[config.mk]
export PLATFORM = sky130hd
export DESIGN_NAME = rtc_bus_arbiter_flat
export DESIGN_NICKNAME = d
export VERILOG_FILES = /design/src/rtl/rtc_bus_arbiter_pkg.sv /design/src/rtl/rtc_bus_arbiter_if.sv /design/src/rtl/rtc_bus_arbiter_pick.sv /design/src/rtl/rtc_bus_arbiter.sv /design/src/flat_wrapper.sv
export SDC_FILE = /design/constraint.sdc
export NUM_CORES = 1
export LEC_CHECK = 0
export ABC_AREA = 1
export CAP_MARGIN = 25
export CORE_ASPECT_RATIO = 1.1
export CORE_MARGIN = 3
export CORE_UTILIZATION = 33
export CTS_BUF_LIST = sky130_fd_sc_hd__clkbuf_4
export DETAILED_ROUTE_END_ITERATION = 16
export DONT_BUFFER_PORTS = 1
export GPL_TIMING_DRIVEN = 0
export PLACE_DENSITY = 0.53
export RECOVER_POWER = 50
export SKIP_LAST_GASP = 1
export SYNTH_ARGS = -nofsm -noshare
export SYNTH_HDL_FRONTEND = slang
export SYNTH_SLANG_ARGS = --single-unit
export TNS_END_PERCENT = 50
[constraint.sdc]
create_clock -name clk -period 1.5 [get_ports clk]
set_input_delay 0.225 -clock clk [delete_from_list [all_inputs] [get_ports clk]]
set_output_delay 0.225 -clock clk [all_outputs]
set_load 0.05 [all_outputs]
[src/rtl/rtc_bus_arbiter_pkg.sv]
// Shared types and constants for the RTC bus arbiter slice.
package rtc_arb_pkg;

  typedef enum logic [1:0] {
    INIT,
    WAIT_B,
    ARB
  } arb_state_e;

  localparam int DEF_AW = 8;
  localparam int DEF_DW = 8;

  // Wide enough for any supported channel count; users slice to N_CH.
  localparam int MAX_CH = 32;
  localparam logic [MAX_CH-1:0] IDLE_GRANT = '0;

endpackage

[src/rtl/rtc_bus_arbiter_if.sv]
// Request/grant bundle between the mode state machines and the RTC protocol block.
interface rtc_bus_arbiter_if
  import rtc_arb_pkg::*;
#(
  parameter int N_CH = 4,
  parameter int AW   = DEF_AW,
  parameter int DW   = DEF_DW
);

  logic [N_CH-1:0]    req;
  logic [N_CH*AW-1:0] addr_in;
  logic [N_CH*DW-1:0] data_in;
  logic               txn_boundary;
  logic [N_CH-1:0]    grant;
  logic [AW-1:0]      addr_out;
  logic [DW-1:0]      data_out;
  logic               rd_mode;
  logic               init_active;
  logic               preempt;

  modport master (
    output req, addr_in, data_in, txn_boundary,
    input  grant, addr_out, data_out, rd_mode, init_active, preempt
  );

  modport slave (
    input  req, addr_in, data_in, txn_boundary,
    output grant, addr_out, data_out, rd_mode, init_active, preempt
  );

endinterface

[src/rtl/rtc_bus_arbiter_pick.sv]
// Combinational one-hot winner picker; fixed lowest-index by default,
// round-robin after last_idx (channel 0 still absolute) when ARB_RR_EN is defined.
module rtc_arb_pick #(
  parameter int N_CH = 4,
  parameter int IW   = 2
) (
  input  logic [N_CH-1:0] req,
  input  logic [N_CH-1:0] exclude,
  input  logic [IW-1:0]   last_idx,
  output logic [N_CH-1:0] winner
);

  logic [N_CH-1:0] masked;
  assign masked = req & ~exclude;

`ifdef ARB_RR_EN
  int unsigned cand;
  logic        found;

  always_comb begin
    winner = '0;
    found  = 1'b0;
    cand   = 0;
    if (masked[0]) begin
      winner[0] = 1'b1;
    end else begin
      // Walk offsets 1..N_CH from last_idx so the last holder is tried last.
      for (int unsigned k = 1; k <= N_CH; k++) begin
        cand = (int'(last_idx) + k) % N_CH;
        for (int unsigned j = 1; j < N_CH; j++) begin
          if (!found && (j == cand) && masked[j]) begin
            winner[j] = 1'b1;
            found     = 1'b1;
          end
        end
      end
    end
  end
`else
  logic found;
  logic unused_last;
  assign unused_last = ^last_idx;

  always_comb begin
    winner = '0;
    found  = 1'b0;
    for (int unsigned i = 0; i < N_CH; i++) begin
      if (!found && masked[i]) begin
        winner[i] = 1'b1;
        found     = 1'b1;
      end
    end
  end
`endif

endmodule

[src/rtl/rtc_bus_arbiter.sv]
// Boundary-gated arbiter for the shared RTC parallel bus with init lockout,
// hold quota and preemption; ARB_RR_EN selects round-robin winner policy.
module rtc_bus_arbiter
  import rtc_arb_pkg::*;
#(
  parameter int N_CH        = 4,
  parameter int AW          = DEF_AW,
  parameter int DW          = DEF_DW,
  parameter int INIT_CYCLES = 1034,
  parameter int MAX_HOLD    = 0
) (
  input  logic             clk,
  input  logic             reset,
  rtc_bus_arbiter_if.slave bus
);

  localparam int              IW         = (N_CH > 1) ? $clog2(N_CH) : 1;
  localparam int              CW         = (INIT_CYCLES > 1) ? $clog2(INIT_CYCLES) : 1;
  localparam logic [CW-1:0]   INIT_LAST  = CW'(INIT_CYCLES - 1);
  localparam logic [N_CH-1:0] CH0_GRANT  = N_CH'(1);
  localparam logic [N_CH-1:0] NO_GRANT   = IDLE_GRANT[N_CH-1:0];
  localparam logic [31:0]     HOLD_LIMIT = 32'(MAX_HOLD);

  arb_state_e      state;
  logic [CW-1:0]   init_cnt;
  logic [31:0]     hold_cnt;
  logic [N_CH-1:0] grant_q;
  logic [N_CH-1:0] exclude;
  logic [N_CH-1:0] winner;
  logic [IW-1:0]   last_idx;
  logic [IW-1:0]   win_idx;
  logic            preempt_q;
  logic            init_active_q;
  logic            holder_req;
  logic            others_req;
  logic            keep;
  logic            revoke;

  always_comb begin
    holder_req = |(bus.req & grant_q);
    others_req = |(bus.req & ~grant_q);
    keep       = holder_req &&
                 ((MAX_HOLD == 0) || (hold_cnt < HOLD_LIMIT) || !others_req);
    revoke     = holder_req && !keep;
    exclude    = revoke ? grant_q : NO_GRANT;
  end

  rtc_arb_pick #(
    .N_CH (N_CH),
    .IW   (IW)
  ) u_pick (
    .req      (bus.req),
    .exclude  (exclude),
    .last_idx (last_idx),
    .winner   (winner)
  );

  always_comb begin
    win_idx = '0;
    for (int unsigned i = 0; i < N_CH; i++) begin
      if (winner[i]) win_idx = IW'(i);
    end
  end

  always_ff @(posedge clk) begin
    if (reset) begin
      state         <= INIT;
      grant_q       <= CH0_GRANT;
      init_cnt      <= '0;
      hold_cnt      <= '0;
      last_idx      <= '0;
      preempt_q     <= 1'b0;
      init_active_q <= 1'b1;
    end else begin
      preempt_q <= 1'b0;
      unique case (state)
        INIT: begin
          // A boundary coinciding with expiry is deliberately not consumed here.
          if (init_cnt == INIT_LAST) begin
            state         <= WAIT_B;
            init_active_q <= 1'b0;
          end else begin
            init_cnt <= init_cnt + 1'b1;
          end
        end
        WAIT_B, ARB: begin
          if (bus.txn_boundary) begin
            state <= ARB;
            if (keep) begin
              if (hold_cnt != '1) hold_cnt <= hold_cnt + 1'b1;
            end else begin
              grant_q   <= winner;
              hold_cnt  <= '0;
              preempt_q <= revoke;
              if (|winner) last_idx <= win_idx;
            end
          end
        end
        default: state <= INIT;
      endcase
    end
  end

  always_comb begin
    bus.addr_out = '0;
    bus.data_out = '0;
    for (int unsigned i = 0; i < N_CH; i++) begin
      bus.addr_out = bus.addr_out | (bus.addr_in[i*AW +: AW] & {AW{grant_q[i]}});
      bus.data_out = bus.data_out | (bus.data_in[i*DW +: DW] & {DW{grant_q[i]}});
    end
  end

  assign bus.grant       = grant_q;
  assign bus.rd_mode     = (grant_q == NO_GRANT);
  assign bus.init_active = init_active_q;
  assign bus.preempt     = preempt_q;

endmodule
[src/flat_wrapper.sv]
// flat-port wrapper written by rule: the top's interface ports become plain ports
module rtc_bus_arbiter_flat import rtc_arb_pkg::*;
#(
  parameter int N_CH        = 4,
  parameter int AW          = DEF_AW,
  parameter int DW          = DEF_DW,
  parameter int INIT_CYCLES = 1034,
  parameter int MAX_HOLD    = 0
)
  (clk, reset, bus_req, bus_addr_in, bus_data_in, bus_txn_boundary, bus_grant, bus_addr_out, bus_data_out, bus_rd_mode, bus_init_active, bus_preempt);
  rtc_bus_arbiter_if #(.N_CH(N_CH), .AW(AW), .DW(DW)) bus_i ();
  input  logic clk;
  input  logic reset;
  input wire logic [$bits(bus_i.req)-1:0] bus_req;
  input wire logic [$bits(bus_i.addr_in)-1:0] bus_addr_in;
  input wire logic [$bits(bus_i.data_in)-1:0] bus_data_in;
  input wire logic [$bits(bus_i.txn_boundary)-1:0] bus_txn_boundary;
  output wire logic [$bits(bus_i.grant)-1:0] bus_grant;
  output wire logic [$bits(bus_i.addr_out)-1:0] bus_addr_out;
  output wire logic [$bits(bus_i.data_out)-1:0] bus_data_out;
  output wire logic [$bits(bus_i.rd_mode)-1:0] bus_rd_mode;
  output wire logic [$bits(bus_i.init_active)-1:0] bus_init_active;
  output wire logic [$bits(bus_i.preempt)-1:0] bus_preempt;
  assign bus_i.req = bus_req;
  assign bus_i.addr_in = bus_addr_in;
  assign bus_i.data_in = bus_data_in;
  assign bus_i.txn_boundary = bus_txn_boundary;
  assign bus_grant = bus_i.grant;
  assign bus_addr_out = bus_i.addr_out;
  assign bus_data_out = bus_i.data_out;
  assign bus_rd_mode = bus_i.rd_mode;
  assign bus_init_active = bus_i.init_active;
  assign bus_preempt = bus_i.preempt;
  rtc_bus_arbiter #(.N_CH(N_CH), .AW(AW), .DW(DW), .INIT_CYCLES(INIT_CYCLES), .MAX_HOLD(MAX_HOLD)) u_core (.clk(clk), .reset(reset), .bus(bus_i));
endmodule
==> summary.md, run 1 <==
| Metric | Value |
|---|---|
| Row count | 24 |
| Synth Area in Compound Gates | 8.852% |
| Setup CP Type | register to primary output |
| Most common flop cell mapped by yosys | dfxtp_1 |
| RD Place Congestion | 0.7508 |
| Outcome | complete, but fails checks |
| Final slew viol count | 0 |
| Crit end category | primary output |
| Total gr overflow | 0 |
| Core area | 4054 um2 |
| Yosys Warn Count | 0 |
| Sequential area share after synthesis | 25.24% |
| Final Non-Filler Cells | 311 |
| Pwr dens | 980.4 nW/um2 |
| Initial detailed-routing violation count | 32 |
| Fillers | 418 |
| Post-synth ARST share | 0% |
| First-pass GRT wire length | 5996 um |
| Die area | 5152 um2 |
| Pleak | 0.7848 nW |
| Mapped Area | 1428 um2 |
| Area delta synth->final | 34.97% |
| Setup TNS | -5.837 ns |
| Largest family of logic cells by synthesized area | simple AND/OR/NAND/NOR gates |
| Routed len/inst | 14.33 um |
| Synth cell types | 25 |
| H-tree lvl count | 1 |
| Syn avg cell area | 5.973 um2 |
| Most frequent cells in the layout | nand2_1, nand2_2, nand4_1, nor2_1, inv_1 |
| Tot GR Track Use | 15.39% |
| Chip Width | 68.71 um |
| Number of synthesized register bits | 18 |
| Clock latency on the worst-skew pair | 0.30 ns |
| Total power draw | 1.889 mW |
| Slew @ Worst Pin | 0.7700 ns |
| DP Wirelength | 3146 um |
| Clk buf depth | 2 |
| Total CTS buffers | 3 |
| Post-synthesis cell count | 239 |
| IR drop worst, VDD | 631.6 uV |
| Failing checks | negative setup slack |
| Initial Utilization | 35.22% |
| Post-synthesis mux area share | 0% |
| Post-route cell area | 1927 um2 |
| Critical Path AT | 1.62 ns |
| Min-delay worst type | input port to register |
| Root Driver | clkbuf_4 |
| Unrepaired setup endpoints after global routing | true |
| Worst slew margin | 48.28% |
| Initial antenna violation count | 0 |
| Fin util | 47.53% |
| Antenna diodes | 0 |
| # clock sinks | 18 |
| Via count | 1557 |
| Multi-input logic area | 1046 um2 |
| Syn Nets | 313 |
| Share of cells above drive strength 1 | 29.73% |
| Reg clk slew, reported paths | 0.10 ns |
| Synth Area in Simple Gates | 51.45% |
| Synth Area in Adders | 2.629% |
| DRT Pass-1 Iters | 4 |
| Period utilization | 123.0% |
| Vias in the first global route | 1354 |
| Hold Worst Slack | 0.07768 ns |
| Antenna-violating nets left | 0 |
| Nets | 334 |
| Port Buf Inserts | 0 |
| Largest net degree at the start of global routing | 11 |
| Final Skew | 0.001036 ns |
| Die height | 74.99 um |
| WP data required | 1.27 ns |
| IO Pins | 94 |
| Final setup fails | 28 |
| Max-Cap Viols | 0 |
| CTS tree | done |
| Register area | 375.4 um2 |
| Cell Area, Placed | 1540 um2 |
| DP Cell Count | 291 |
| Startpoint Class | register |
| Most common cell after layout, fill and taps aside | nand2_1 |
| Post-Route WL | 4458 um |
| Synth Area in XOR/XNOR | 3.067% |
| Final Hold Viols | 0 |
| DR vias/cell | 5.006 |
| Dpl ws | -0.1535 ns |
| Period minus WS final | 1.844 ns |
| EDFF count, synth | 0 |
| Max Clock Freq | 542.2 MHz |
| Remaining DRCs | 0 |
| Max FO, Critical Path | 3 |
| Crit path setup slack, layout | -0.3443 ns |
-- power breakdown --
part	internal, mW	switching (mW)
logic	0.329	0.677
registers	0.536	0.0933
clock network	0.0971	0.157
-- layer usage --
layer	routed length [um]	vias to the layer above	track usage [%]
met2	2457	61	31.18
met4	54	0	5.195
li1	-	807	-
met1	1606	684	15.95
met3	340	5	1.493
met5	0	-	0
-- Yosys cell counts (2+ instances only) --
cell,number,area (um2)
clkbuf_1,2,7.510
xnor2_1,3,26.28
nand2_2,4,25.02
a21oi_1,3,15.01
dfxtp_1,18,360.4
nand2_1,108,405.4
xor2_1,2,17.52
buf_1,3,11.26
nand4_1,18,112.6
inv_1,15,56.30
a21oi_2,9,78.83
buf_4,2,15.01
nand3_1,9,45.04
nor2_1,18,67.56
nand3_2,2,20.02
ha_1,3,37.54
o21ai_0,5,25.02
nor2_2,5,31.28
buf_2,4,20.02
-- worst paths after layout --
check	from	end	cells past startpoint	slack, ns
max	u_core.bus.grant[3]	bus_rd_mode	3	-0.34
min	bus_req[2]	u_core.bus.grant[2]	2	0.08
max reg2reg	u_core.bus.grant[2]	u_core.bus.grant[1]	10	-0.15
min reg2reg	u_core.state[0]	u_core.state[0]	2	0.48
-- worst max-delay path, cell delays in order, from the launching register on --
cell and delay (ns):
dfxtp_4 0.42, buf_8 0.14, buf_6 0.11, nor4_4 0.65
-- what timing repair did --
item,CTS,global route
setup buffers,10,1
setup endpoints to repair,27,35
endpoints found under the hold margin,2,0
hold buffers,1,0
pin swaps,11,15
gates resized for setup,29,23
gates cloned,1,3
-- cell families (layout without fill, tap and decap cells) --
family          after synthesis  after routing
flops                        18             18
buf+inv                      27             47
fa+ha+maj                     3              3
xor+xnor                      5              5
other cells                   1              1
compound gates               18             18
simple gates                167            167
-- flip-flops by register name (all words and copies together), names as in the netlist --
register / flops
u_core.bus.grant: 4
u_core.bus.init_active: 1
u_core.init_cnt: 11
u_core.state: 2
-- area by class of cell --
| type | instances | share of cell area (%) |
|---|---|---|
| clock buffer | 3 | 1.169 |
| sequential | 18 | 19.48 |
| tap | 52 | 3.377 |
| timing repair buffer | 16 | 10.45 |
| clock inverter | 1 | 0.1948 |
| buffer | 12 | 8.117 |
| multi-input combinational | 194 | 54.29 |
| inverter | 15 | 2.922 |
Note: power is estimated with default switching activity, not from simulation.
==> inputs of run 2 (changes only) <==
Settings changed: ABC_AREA 1 to 0.
==> summary.md, run 2 <==
| Metric | Value |
|---|---|
| Reg2reg setup slack | -0.18 ns (-0.03 ns) |
| Min-delay worst type | input port to register |
| Max FO, Critical Path | 4 (+1) |
| Pwr dens | 474.5 nW/um2 (-52%) |
| HP Start | bus_req[1] |
| Row count | 23 (-4.2%) |
| Core area | 3712 um2 (-8.4%) |
| IO Pins | 94 (unchanged) |
| Die area | 4750 um2 (-7.8%) |
| Clock latency on the worst-skew pair | 0.28 ns (-0.02 ns) |
| Startpoint Class | register |
| Outcome | complete, but fails checks |
| Crit end category | primary output |
| RD Place Congestion | 0.7740 (+3.1%) |
| M1 wire length | 1583 um (-1.4%) |
| Die height | 71.99 um (-4.0%) |
| Pleak | 0.6446 nW (-18%) |
| Port Buf Inserts | 0 (unchanged) |
| Unrepaired setup endpoints after global routing | true |
| EDFF count, synth | 0 (unchanged) |
| Worst Hold End | u_core.bus.grant[1] |
| DP Wirelength | 3075 um (-2.3%) |
| Hold Worst Slack | 0.09392 ns (+0.01624 ns) |
| Remaining DRCs | 0 (unchanged) |
| Total gr overflow | 0 (unchanged) |
| Most common flop cell mapped by yosys | dfxtp_1 |
| P_int | 0.6395 mW (-33%) |
| Final slew viol count | 0 (unchanged) |
| Fin util | 53.49% (+6.0 points) |
| Worst r2r src | u_core.bus.grant[2] |
| Sequential area share after synthesis | 27.59% (+2.3 points) |
| Number of synthesized register bits | 18 (unchanged) |
| Critical Path AT | 1.60 ns (-0.02 ns) |
| Final Skew | 0.0009819 ns (-0.00005449 ns) |
| Antenna-violating nets left | 0 (unchanged) |
| Tot GR Track Use | 16.85% (+1.5 points) |
| DR vias/cell | 6.034 (+21%) |
| Area delta synth->final | 52.01% |
| Fillers | 323 (-23%) |
| Period minus WS final | 1.823 ns (-0.02136 ns) |
| Most common cell after layout, fill and taps aside | a22oi_2 |
| Initial antenna violation count | 0 (unchanged) |
| Post-Route WL | 4405 um (-1.2%) |
| Worst reg2reg path depth | 6 (-4) |
| Largest register FFs | 11 (unchanged) |
| WP data required | 1.27 ns (about the same) |
| Yosys Warn Count | 0 (unchanged) |
| Period utilization | 121.5% (-1.4 points) |
| Wire length on met3 | 417 um (+23%) |
| Max Clock Freq | 548.6 MHz (+1.2%) |
| Antenna diodes | 0 (unchanged) |
| Top cell type's share of synthesized area | 27.59% (-0.81 points) |
| Sw Share | 32.12% (-17 points) |
| Switch Pwr | 0.3026 mW (-67%) |
| Reg clk slew, reported paths | 0.10 ns (about the same) |
| R2r endpoint | u_core.bus.grant[0] |
| Setup CP Type | register to primary output |
| Vias in the first global route | 1372 (+1.3%) |
| Root Driver | clkbuf_4 |
| H-tree lvl count | 1 (unchanged) |
| Post-synth ARST share | 0% (unchanged) |
| Top area cells in the synthesized netlist | dfxtp_1, a22oi_1, nand2_1 |
| Mapped Area | 1306 um2 (-8.5%) |
| First-pass GRT wire length | 6423 um (+7.1%) |
| Max-Cap Viols | 0 (unchanged) |
| Max Used Layer | met4 |
| DRT Pass-1 Iters | 4 (unchanged) |
| Final setup fails | 22 (-21%) |
| Share of cells above drive strength 1 | 46.20% (+16 points) |
| Total CTS buffers | 3 (unchanged) |
| Met2 wire length | 2286 um (-7.0%) |
| Via count | 1412 (-9.3%) |
| Flop pwr share | 51.4% (+18 points) |
| Nets | 259 (-22%) |
| Synth cell types | 41 (+64%) |
| Final Non-Filler Cells | 234 (-25%) |
| Initial Utilization | 35.19% (about the same) |
| Initial detailed-routing violation count | 50 (+56%) |
| # clock sinks | 18 (unchanged) |
| Post-synth top cells | a22oi_1, nand2_1, dfxtp_1 |
| Syn avg cell area | 7.869 um2 (+32%) |
| Largest Register | u_core.init_cnt |
| Worst Hold Path Cells | 2 (unchanged) |
| Most frequent cell after synthesis | a22oi_1 |
| Chip Width | 65.99 um (-4.0%) |
| DP Cell Count | 216 (-26%) |
| Gate power share | 22.8% (-30 points) |
| Clock power frac | 25.9% (+12 points) |
| Post-synthesis cell count | 166 (-31%) |
| IR drop worst, VDD | 341.1 uV (-46%) |
| Crit path setup slack, layout | -0.3230 ns (+0.02136 ns) |
| Clk buf depth | 2 (unchanged) |
| Synth area leader | dfxtp_1 |
| Syn Nets | 240 (-23%) |
| Worst slew margin | 50.54% (+2.3 points) |
| Failing checks | negative setup slack |
| CTS tree | done |
| Routed len/inst | 18.82 um (+31%) |
| Final Hold Viols | 0 (unchanged) |
| Largest net degree at the start of global routing | 11 (unchanged) |
| Slew @ Worst Pin | 0.7363 ns (-0.03364 ns) |
| Most frequent cells in the layout | a22oi_2, nand2_4, dfxtp_1, buf_4, a21oi_1 |
run 2: cell types whose count changed after synthesis, sizes merged, moves of 3 or more:
cell and change:
a22oi +31, a31o +4, buf -4, clkbuf +6
inv -7, nand2 -92, nand3 -7, nand4 -9
nor2 -16, or3 +4, xnor2 -3
run 2: power by group through the flow:
stage,sequential (mW),combinational (mW),clock [mW]
global placement,0.500,0.180,0
global route,0.486,0.228,0.291
detailed placement,0.500,0.182,0
CTS,0.484,0.201,0.265
floorplan,0.499,0.166,0
finish,0.484,0.214,0.244
run 2: logic make-up after synthesis:
kind of cell / Yosys count / share of synthesized area, %
simple gates: 56 / 24.43
xor+xnor: 2 / 1.341
other cells: 1 / 0.2871
compound gates: 62 / 34.39
mux: 2 / 1.724
flops: 18 / 27.59
fa+ha+maj: 3 / 2.874
buf+inv: 22 / 7.376
run 2: timing repair:
action | CTS | global route
pin swaps | 28 | 15
endpoints found under the setup margin | 26 | 32
buffers inserted | 3 | 10
hold endpoints to repair | 0 | 0
hold buffers | 0 | 0
cloned | 0 | 1
resized for setup | 53 | 32
run 2: layer usage:
layer	vias up	global-route usage, %
li1	683	-
met1	655	17.86
met2	62	30.96
met3	12	4.334
met4	0	7.449
met5	-	0
run 2: how the worst max path moves through the flow:
stage | startpoint | to
floorplan | u_core.bus.grant[3] | bus_rd_mode
global placement | u_core.bus.grant[3] | bus_rd_mode
detailed placement | u_core.bus.grant[3] | bus_rd_mode
CTS | u_core.bus.grant[3] | bus_rd_mode
global route | u_core.bus.grant[2] | bus_rd_mode
finish | u_core.bus.grant[2] | bus_rd_mode
run 2: metrics by stage:
step                power, mW  setup TNS, ns  area (um2)  setup WS [ns]
floorplan              0.6646        -0.1002        1385        -0.1002
global placement       0.6799         -1.836        1448        -0.1820
detailed placement     0.6828         -2.294        1448        -0.1928
CTS                    0.9504         -5.103        1775        -0.4091
global route            1.004         -6.486        1986        -0.3807
finish                 0.9421         -4.347        1986        -0.3230
run 2: area by class of cell:
cell class	instances	area, um2	area share (%)
Multi-Input combinational cell	126	1136	57.22
Buffer	14	211.5	10.65
Inverter	8	30.03	1.512
Tap cell	50	62.56	3.151
Clock inverter	1	3.754	0.1890
Timing Repair Buffer	14	142.6	7.183
Clock buffer	3	22.52	1.134
Sequential cell	18	376.6	18.97
run 2: worst max-delay path, stage by stage, from the launching register on:
cell,delay (ns)
dfxtp_4,0.43
buf_8,0.14
buf_12,0.12
nor4_4,0.62
